File: src/rtl/stepper_batch_ctrl.sv
// Object-batch controller: debounced IR edge counter that runs a 28BYJ-48 stepper
// for a fixed time once a batch is complete, then locks out during cooldown.
module stepper_batch_ctrl #(
  parameter int CLK_FREQ_HZ    = 25_000_000,
  parameter int TARGET_COUNT   = 5,
  parameter int COUNT_W        = 4,
  parameter int DEBOUNCE_CYC   = CLK_FREQ_HZ / 1000 * 20,
  parameter int STEP_CYC       = CLK_FREQ_HZ / 1000,
  parameter int RUN_CYC        = CLK_FREQ_HZ * 10,
  parameter int COOLDOWN_CYC   = CLK_FREQ_HZ * 2,
  parameter int TONE_HALF_CYC  = CLK_FREQ_HZ / 4000,
  parameter int BLINK_HALF_CYC = CLK_FREQ_HZ / 2
) (
  input  logic               clk,
  input  logic               rst,
  input  logic               sensor,
  input  logic               abort,
  input  logic               half_step,
  input  logic               dir,
  output logic [3:0]         coils,
  output logic [COUNT_W-1:0] count,
  output logic               busy,
  output logic               done,
  output logic               led_red,
  output logic               led_green,
  output logic               buzzer,
  output logic [6:0]         seg
);

  localparam int TMR_MAX = (RUN_CYC > COOLDOWN_CYC) ? RUN_CYC : COOLDOWN_CYC;
  localparam int TMR_W   = $clog2(TMR_MAX + 1);
  localparam int DEB_W   = $clog2(DEBOUNCE_CYC + 1);
  localparam int STEP_W  = $clog2(STEP_CYC + 1);
  localparam int TONE_W  = $clog2(TONE_HALF_CYC + 1);
  localparam int BLINK_W = $clog2(BLINK_HALF_CYC + 1);

  typedef enum logic [1:0] {IDLE = 2'd0, COUNTING = 2'd1, RUNNING = 2'd2, COOLDOWN = 2'd3} state_t;

  state_t               state_r, state_nx;
  logic                 sync1_r, sync2_r, filt_r, filt_d_r, rise_s;
  logic [DEB_W-1:0]     deb_cnt_r;
  logic [COUNT_W-1:0]   count_r;
  logic [TMR_W-1:0]     tmr_r;
  logic                 enter_run_s, run_end_s, cool_end_s;
  logic                 half_r, dir_r;
  logic [2:0]           idx_r, step_amt_s;
  logic [STEP_W-1:0]    step_cnt_r;
  logic                 tone_r, blink_r;
  logic [TONE_W-1:0]    tone_cnt_r;
  logic [BLINK_W-1:0]   blink_cnt_r;

  function automatic logic [3:0] phase_f(input logic [2:0] idx);
    case (idx)
      3'd0:    phase_f = 4'b1000;
      3'd1:    phase_f = 4'b1100;
      3'd2:    phase_f = 4'b0100;
      3'd3:    phase_f = 4'b0110;
      3'd4:    phase_f = 4'b0010;
      3'd5:    phase_f = 4'b0011;
      3'd6:    phase_f = 4'b0001;
      3'd7:    phase_f = 4'b1001;
      default: phase_f = 4'b0000;
    endcase
  endfunction

  function automatic logic [6:0] seg_f(input logic [COUNT_W-1:0] c);
    case (c)
      COUNT_W'(0): seg_f = 7'b1000000;
      COUNT_W'(1): seg_f = 7'b1111001;
      COUNT_W'(2): seg_f = 7'b0100100;
      COUNT_W'(3): seg_f = 7'b0110000;
      COUNT_W'(4): seg_f = 7'b0011001;
      COUNT_W'(5): seg_f = 7'b0010010;
      COUNT_W'(6): seg_f = 7'b0000010;
      COUNT_W'(7): seg_f = 7'b1111000;
      COUNT_W'(8): seg_f = 7'b0000000;
      COUNT_W'(9): seg_f = 7'b0010000;
      default:     seg_f = 7'b1111111;
    endcase
  endfunction

  // Synchroniser and debounce filter; a flip needs DEBOUNCE_CYC disagreeing cycles in a row
  always_ff @(posedge clk) begin
    if (rst) begin
      sync1_r   <= 1'b0;
      sync2_r   <= 1'b0;
      filt_r    <= 1'b0;
      filt_d_r  <= 1'b0;
      deb_cnt_r <= '0;
    end else begin
      sync1_r  <= sensor;
      sync2_r  <= sync1_r;
      filt_d_r <= filt_r;
      if (sync2_r != filt_r) begin
        if (deb_cnt_r == DEB_W'(DEBOUNCE_CYC - 1)) begin
          filt_r    <= sync2_r;
          deb_cnt_r <= '0;
        end else begin
          deb_cnt_r <= deb_cnt_r + DEB_W'(1);
        end
      end else begin
        deb_cnt_r <= '0;
      end
    end
  end

  assign rise_s = filt_r & ~filt_d_r;

  // State register
  always_ff @(posedge clk) begin
    if (rst) state_r <= IDLE;
    else     state_r <= state_nx;
  end

  // Next-state logic; abort overrides every other transition
  always_comb begin
    state_nx    = state_r;
    enter_run_s = 1'b0;
    run_end_s   = 1'b0;
    cool_end_s  = 1'b0;
    case (state_r)
      IDLE:     if (count_r != '0) state_nx = COUNTING;
                else               state_nx = IDLE;
      COUNTING: if (count_r == COUNT_W'(TARGET_COUNT)) begin
                  state_nx    = RUNNING;
                  enter_run_s = 1'b1;
                end else begin
                  state_nx = COUNTING;
                end
      RUNNING:  if (tmr_r == TMR_W'(RUN_CYC - 1)) begin
                  state_nx  = COOLDOWN;
                  run_end_s = 1'b1;
                end else begin
                  state_nx = RUNNING;
                end
      COOLDOWN: if (tmr_r == TMR_W'(COOLDOWN_CYC - 1)) begin
                  state_nx   = IDLE;
                  cool_end_s = 1'b1;
                end else begin
                  state_nx = COOLDOWN;
                end
      default:  state_nx = IDLE;
    endcase
    if (abort) begin
      state_nx    = IDLE;
      enter_run_s = 1'b0;
      run_end_s   = 1'b0;
      cool_end_s  = 1'b0;
    end
  end

  // Object counter, saturating, live only while idle or counting
  always_ff @(posedge clk) begin
    if (rst) begin
      count_r <= '0;
    end else if (abort || cool_end_s) begin
      count_r <= '0;
    end else if (rise_s && (state_r == IDLE || state_r == COUNTING)
                 && (count_r < COUNT_W'(TARGET_COUNT))) begin
      count_r <= count_r + COUNT_W'(1);
    end else begin
      count_r <= count_r;
    end
  end

  // Shared RUNNING/COOLDOWN timer, restarted on each phase entry
  always_ff @(posedge clk) begin
    if (rst) begin
      tmr_r <= '0;
    end else if (enter_run_s || run_end_s) begin
      tmr_r <= '0;
    end else if (state_r == RUNNING || state_r == COOLDOWN) begin
      tmr_r <= tmr_r + TMR_W'(1);
    end else begin
      tmr_r <= '0;
    end
  end

  assign step_amt_s = half_r ? 3'd1 : 3'd2;

  // Mode capture and phase sequencer; the 3-bit index wraps modulo 8 naturally
  always_ff @(posedge clk) begin
    if (rst) begin
      half_r     <= 1'b0;
      dir_r      <= 1'b0;
      idx_r      <= 3'd0;
      step_cnt_r <= '0;
    end else if (enter_run_s) begin
      half_r     <= half_step;
      dir_r      <= dir;
      idx_r      <= half_step ? 3'd0 : 3'd1;
      step_cnt_r <= '0;
    end else if (state_r == RUNNING) begin
      if (step_cnt_r == STEP_W'(STEP_CYC - 1)) begin
        step_cnt_r <= '0;
        idx_r      <= dir_r ? (idx_r + step_amt_s) : (idx_r - step_amt_s);
      end else begin
        step_cnt_r <= step_cnt_r + STEP_W'(1);
      end
    end else begin
      step_cnt_r <= '0;
    end
  end

  // Buzzer tone and blink gate generators
  always_ff @(posedge clk) begin
    if (rst) begin
      tone_r      <= 1'b0;
      blink_r     <= 1'b0;
      tone_cnt_r  <= '0;
      blink_cnt_r <= '0;
    end else if (enter_run_s) begin
      tone_r      <= 1'b1;
      blink_r     <= 1'b1;
      tone_cnt_r  <= '0;
      blink_cnt_r <= '0;
    end else if (state_r == RUNNING) begin
      if (tone_cnt_r == TONE_W'(TONE_HALF_CYC - 1)) begin
        tone_cnt_r <= '0;
        tone_r     <= ~tone_r;
      end else begin
        tone_cnt_r <= tone_cnt_r + TONE_W'(1);
      end
      if (blink_cnt_r == BLINK_W'(BLINK_HALF_CYC - 1)) begin
        blink_cnt_r <= '0;
        blink_r     <= ~blink_r;
      end else begin
        blink_cnt_r <= blink_cnt_r + BLINK_W'(1);
      end
    end else begin
      tone_cnt_r  <= tone_cnt_r;
      blink_cnt_r <= blink_cnt_r;
    end
  end

  // Output decode from registered state; done also drops on abort
  always_comb begin
    coils     = (state_r == RUNNING) ? phase_f(idx_r) : 4'b0000;
    count     = count_r;
    busy      = (state_r == RUNNING) || (state_r == COOLDOWN);
    done      = run_end_s;
    led_red   = (state_r == RUNNING);
    led_green = (state_r == IDLE) || (state_r == COUNTING);
    buzzer    = tone_r & blink_r & (state_r == RUNNING);
    seg       = seg_f(count_r);
  end

endmodule

File: config.mk
export PLATFORM = sky130hd
export DESIGN_NAME = stepper_batch_ctrl
export DESIGN_NICKNAME = d
export VERILOG_FILES = /design/src/rtl/stepper_batch_ctrl.sv
export SDC_FILE = /design/constraint.sdc
export NUM_CORES = 1
export LEC_CHECK = 0
export BUFFER_PORTS_ARGS = -buffer_cell sky130_fd_sc_hd__buf_2
export CORE_MARGIN = 2
export CORE_UTILIZATION = 25
export CTS_BUF_LIST = sky130_fd_sc_hd__clkbuf_2 sky130_fd_sc_hd__clkbuf_4 sky130_fd_sc_hd__clkbuf_8
export DETAILED_ROUTE_END_ITERATION = 7
export PLACE_DENSITY_LB_ADDON = 0.2
export SLEW_MARGIN = 20
export SYNTH_ARGS = -nofsm -noshare
export SYNTH_HDL_FRONTEND = slang
export SYNTH_SLANG_ARGS = --single-unit
export TNS_END_PERCENT = 5
File: constraint.sdc
create_clock -name clk -period 5.55 [get_ports clk]
set_input_delay 0.8325 -clock clk [delete_from_list [all_inputs] [get_ports clk]]
set_output_delay 0.8325 -clock clk [all_outputs]
set_load 0.01 [all_outputs]
==> metrics.txt <==
# TYPE chip_impl_metric gauge
chip_impl_metric{name="post_route_cell_area",unit="mm²"} 0.00654
chip_impl_metric{name="dp.final_hpwl",unit="mm"} 8.19
chip_impl_metric{name="initialDrtViolationCount",unit=""} 230
chip_impl_metric{name="post-cts-setup-buffers",unit=""} 0
chip_impl_metric{name="static-leakage-power",unit="nW"} 2.29
chip_impl_metric{name="combinationalPowerShare",unit=""} 0.008
chip_impl_metric{name="first_pass_grt_wire_length",unit="mm"} 19.9
chip_impl_metric{name="final_net_count",unit=""} 699
chip_impl_info{name="worstReg2RegStart",value="state_r[1]"} 1
chip_impl_metric{name="avgSynthCellArea",unit="µm²"} 8.85
chip_impl_info{name="synth.top_cells.by_area",value="dfxtp_1, xor2_1, nor2_1"} 1
chip_impl_metric{name="total_switching_power",unit="µW"} 413
chip_impl_metric{name="fin_worst_hold_slack",unit="ns"} 0.436
chip_impl_info{name="global_route.peak_usage_layer",value="met2"} 1
chip_impl_info{name="synth.top_cells.by_count",value="nor2_1, dfxtp_1, xor2_1"} 1
chip_impl_metric{name="setup.reg_to_reg.worst_slack",unit="ns"} 3.04
chip_impl_metric{name="slew_headroom",unit=""} 0.358
chip_impl_metric{name="yosysWarnings",unit=""} 0
chip_impl_metric{name="seq_area",unit="mm²"} 0.00254
chip_impl_info{name="yosys.cell_count.top_type",value="nor2_1"} 1
chip_impl_metric{name="pwr_density_cell",unit="mW/mm²"} 274
chip_impl_metric{name="first_global_vias",unit=""} 3981
chip_impl_metric{name="synth_largest_type_area_fraction",unit=""} 0.444
chip_impl_metric{name="route.vias.total",unit=""} 4272
chip_impl_metric{name="remaining_drc_errors",unit=""} 0
chip_impl_info{name="cp-end-kind",value="output pin"} 1
chip_impl_metric{name="cells_after_synthesis",unit=""} 648
chip_impl_info{name="hp-class",value="reg -> reg"} 1
chip_impl_metric{name="power.ir.vdd_worst",unit="mV"} 0.131
chip_impl_info{name="timing.critical_path.from",value="state_r[1]"} 1
chip_impl_metric{name="post_route_cells_drive_above_1_share",unit=""} 0.0987
chip_impl_metric{name="internal_power",unit="mW"} 1.38
chip_impl_metric{name="finalWeightedCongestion",unit=""} 0.787
chip_impl_metric{name="synth.distinct_cells",unit=""} 41
chip_impl_metric{name="dr.pass1.iters",unit=""} 5
chip_impl_info{name="root_buffer",value="clkbuf_8"} 1
chip_impl_metric{name="asyncSetResetFlopFracSynth",unit=""} 0
chip_impl_metric{name="portBuffers",unit=""} 25
chip_impl_metric{name="cp.arrival",unit="ns"} 2.09
chip_impl_metric{name="globalRoute.totalOverflow",unit=""} 0
chip_impl_metric{name="dpl-instance-area",unit="mm²"} 0.00612
chip_impl_info{name="tritoncts",value="done"} 1
chip_impl_metric{name="area_of_the_multi_input_gates",unit="mm²"} 0.00301
chip_impl_info{name="dominantRegCellSynth",value="dfxtp_1"} 1
chip_impl_metric{name="synthToLayoutAreaGrowth",unit="%"} 14.1
chip_impl_metric{name="clock_tree.buffer_depth",unit=""} 2
chip_impl_metric{name="clock.fmax",unit="MHz"} 342
chip_impl_metric{name="grtUsageMet2",unit=""} 0.151
chip_impl_metric{name="coreArea",unit="mm²"} 0.0226
chip_impl_metric{name="maximum_number_of_pins_on_one_net_before_global_route_repair",unit=""} 29
chip_impl_metric{name="design.die.area",unit="mm²"} 0.0242
chip_impl_info{name="timing_worst_setup_path_type",value="reg -> out"} 1
chip_impl_metric{name="netlist_area",unit="mm²"} 0.00573
chip_impl_metric{name="portion_of_total_power_attributed_to_the_clock_network",unit=""} 0.484
chip_impl_metric{name="worst_slew_pin_slew",unit="ns"} 0.963
chip_impl_metric{name="place_inst",unit=""} 942
chip_impl_metric{name="worstPathMaxFanout",unit=""} 11
chip_impl_metric{name="fin_total_pwr",unit="mW"} 1.79
chip_impl_metric{name="critPathRequiredTime",unit="ns"} 4.72
chip_impl_metric{name="post_cts_clock_slew_at_the_launch_and_capture_registers_of_the_worst_setup_and_hold_paths",unit="ns"} 0.09
chip_impl_metric{name="power.share.sequential",unit=""} 0.509
chip_impl_metric{name="final_setup_violation_count",unit=""} 0
chip_impl_metric{name="clk_latency",unit="ns"} 0.45
chip_impl_metric{name="global_route.usage.met1",unit=""} 0.141
chip_impl_metric{name="floorplan.die.height",unit="µm"} 155
chip_impl_info{name="end_of_the_worst_register_to_register_path",value="tmr_r[18]"} 1
chip_impl_metric{name="period_share",unit=""} 0.527
chip_impl_metric{name="layoutNonFillerInstCount",unit=""} 974
chip_impl_metric{name="cts_sink_cnt",unit=""} 127
chip_impl_metric{name="edff_count_synth",unit=""} 0
chip_impl_metric{name="route.final.wire_length",unit="mm"} 11.8
chip_impl_metric{name="cts-htree-levels",unit=""} 4
chip_impl_metric{name="die_width",unit="µm"} 155
chip_impl_metric{name="std_cell_rows",unit=""} 55
chip_impl_info{name="synth_largest_area_cell",value="dfxtp_1"} 1
chip_impl_metric{name="power_switching_share",unit=""} 0.231
chip_impl_metric{name="n_antenna_cell",unit=""} 0
chip_impl_metric{name="hold_violations",unit=""} 0
chip_impl_metric{name="grtUsageMet3",unit=""} 0.0334
chip_impl_metric{name="worst_r2r_path_depth",unit=""} 6
chip_impl_metric{name="synth_nets",unit=""} 671
chip_impl_metric{name="route.antenna.remaining_nets",unit=""} 0
chip_impl_metric{name="cts_made_buffers",unit=""} 17
chip_impl_info{name="worstSetupStartpointType",value="flop"} 1
chip_impl_metric{name="ioPinCount",unit=""} 26
chip_impl_metric{name="layout.filler_cells",unit=""} 2457
chip_impl_metric{name="global_route.usage.total",unit=""} 0.103
chip_impl_metric{name="maxSlewViolCount",unit=""} 0
chip_impl_info{name="grt_setup_unrepaired",value="false"} 1
chip_impl_metric{name="max_cap_violations",unit=""} 0
chip_impl_metric{name="postCtsHoldBufs",unit=""} 0
chip_impl_metric{name="floorplan.initialDensity",unit=""} 0.254
chip_impl_info{name="outcome",value="complete, no violations"} 1
chip_impl_metric{name="yosysSeqAreaShare",unit=""} 0.444
chip_impl_metric{name="antenna_found_initial",unit=""} 0
chip_impl_metric{name="routedWlPerCell",unit="µm"} 12.1
chip_impl_metric{name="setup_total_negative_slack",unit="ns"} 0
chip_impl_metric{name="timing.clock.skew",unit="ns"} 0.0203
chip_impl_info{name="critPathCapture",value="done"} 1
chip_impl_metric{name="period_needed",unit="ns"} 2.92
chip_impl_metric{name="yosys_register_bits",unit=""} 127
chip_impl_metric{name="post_cts_resize_count",unit=""} 0
chip_impl_metric{name="vias_per_cell",unit=""} 4.39
[power by group through the flow]
stage | Clock [mW] | Combinational [mW] | Sequential (mW)
final | 0.867 | 0.0134 | 0.912
after global routing | 0.941 | 0.0154 | 0.912
after CTS | 0.900 | 0.0140 | 0.912
after detailed placement | 0 | 0.0139 | 0.933
after global placement | 0 | 0.0140 | 0.933
after floorplan | 0 | 0.00883 | 0.933
[kinds of logic (layout without fill, tap and decap cells)]
family / count (synthesis) / in the layout / share of synthesized area
simple gates: 326 / 326 / 0.290
flops: 127 / 127 / 0.444
xor+xnor: 91 / 91 / 0.139
compound gates: 41 / 41 / 0.0408
buf+inv: 36 / 77 / 0.0306
fa+ha+maj: 17 / 17 / 0.0384
mux: 10 / 10 / 0.0179
[cell type report]
cell class | instances | area share
flip-flops and latches | 127 | 0.389
multi-input cells | 485 | 0.461
well taps | 285 | 0.0545
inverters | 19 | 0.0109
clock buffers | 19 | 0.0381
repair buffers | 26 | 0.0203
clock inverters | 13 | 0.0268
[per-layer routing]
layer,vias up,wire (µm)
met5,-,0
met4,0,99
met3,7,394
met2,39,5060
met1,1974,6240
li1,2252,-
[stage by stage]
stage / util / setup WS (ns)
finish: 0.290 / 2.63
global route: 0.290 / 2.35
CTS: 0.290 / 2.55
detailed placement: 0.271 / 2.88
global placement: 0.271 / 2.93
floorplan: - / 3.29
[how the worst min path moves through the flow]
stage / end / startpoint / cells past startpoint
3_5_place_dp: sync2_r / sync1_r / 1
2_1_floorplan: deb_cnt_r[0] / deb_cnt_r[0] / 1
3_3_place_gp: deb_cnt_r[0] / deb_cnt_r[0] / 1
4_1_cts: sync2_r / sync1_r / 1
6_report: sync2_r / sync1_r / 1
5_1_grt: sync2_r / sync1_r / 1
[registers in the layout, indices dropped and copies added, names as in the netlist, named ones only]
name         count
filt_d_r         1
deb_cnt_r       19
idx_r            3
tmr_r           28
dir_r            1
sync2_r          1
blink_cnt_r     24
count            4
state_r          2
blink_r          1
step_cnt_r      15
half_r           1
tone_r           1
seg              7
sync1_r          1
filt_r           1
tone_cnt_r      13
[placed cells by master (no fill, tap or decap), types with 4 or more instances in the layout]
cell | synthesis | routed
clkbuf_8 | 0 | 17
inv_6 | 0 | 6
and4_1 | 11 | 11
nor2b_1 | 5 | 5
nand2_1 | 48 | 48
o21ai_0 | 12 | 12
xor2_1 | 60 | 60
nand4_1 | 29 | 29
nor3_1 | 6 | 6
mux2i_1 | 8 | 8
nor4b_1 | 6 | 6
nand2b_1 | 5 | 5
inv_1 | 19 | 19
nor4bb_1 | 5 | 5
and3_1 | 17 | 17
buf_2 | 3 | 25
and2_1 | 12 | 12
ha_1 | 16 | 16
dfxtp_1 | 127 | 127
a21oi_1 | 21 | 21
or3_1 | 8 | 8
nor2_1 | 128 | 128
and4b_1 | 4 | 4
xnor2_1 | 31 | 31
nand3_1 | 29 | 29
[critical path, cell delays in order, from the launching register on]
cell and delay [ns]:
dfxtp_1 0.63, nor2b_1 0.25, and4b_1 0.20, nand4_1 0.15, nor3_2 0.23, buf_2 0.19
Note: power is estimated with default switching activity, not from simulation.
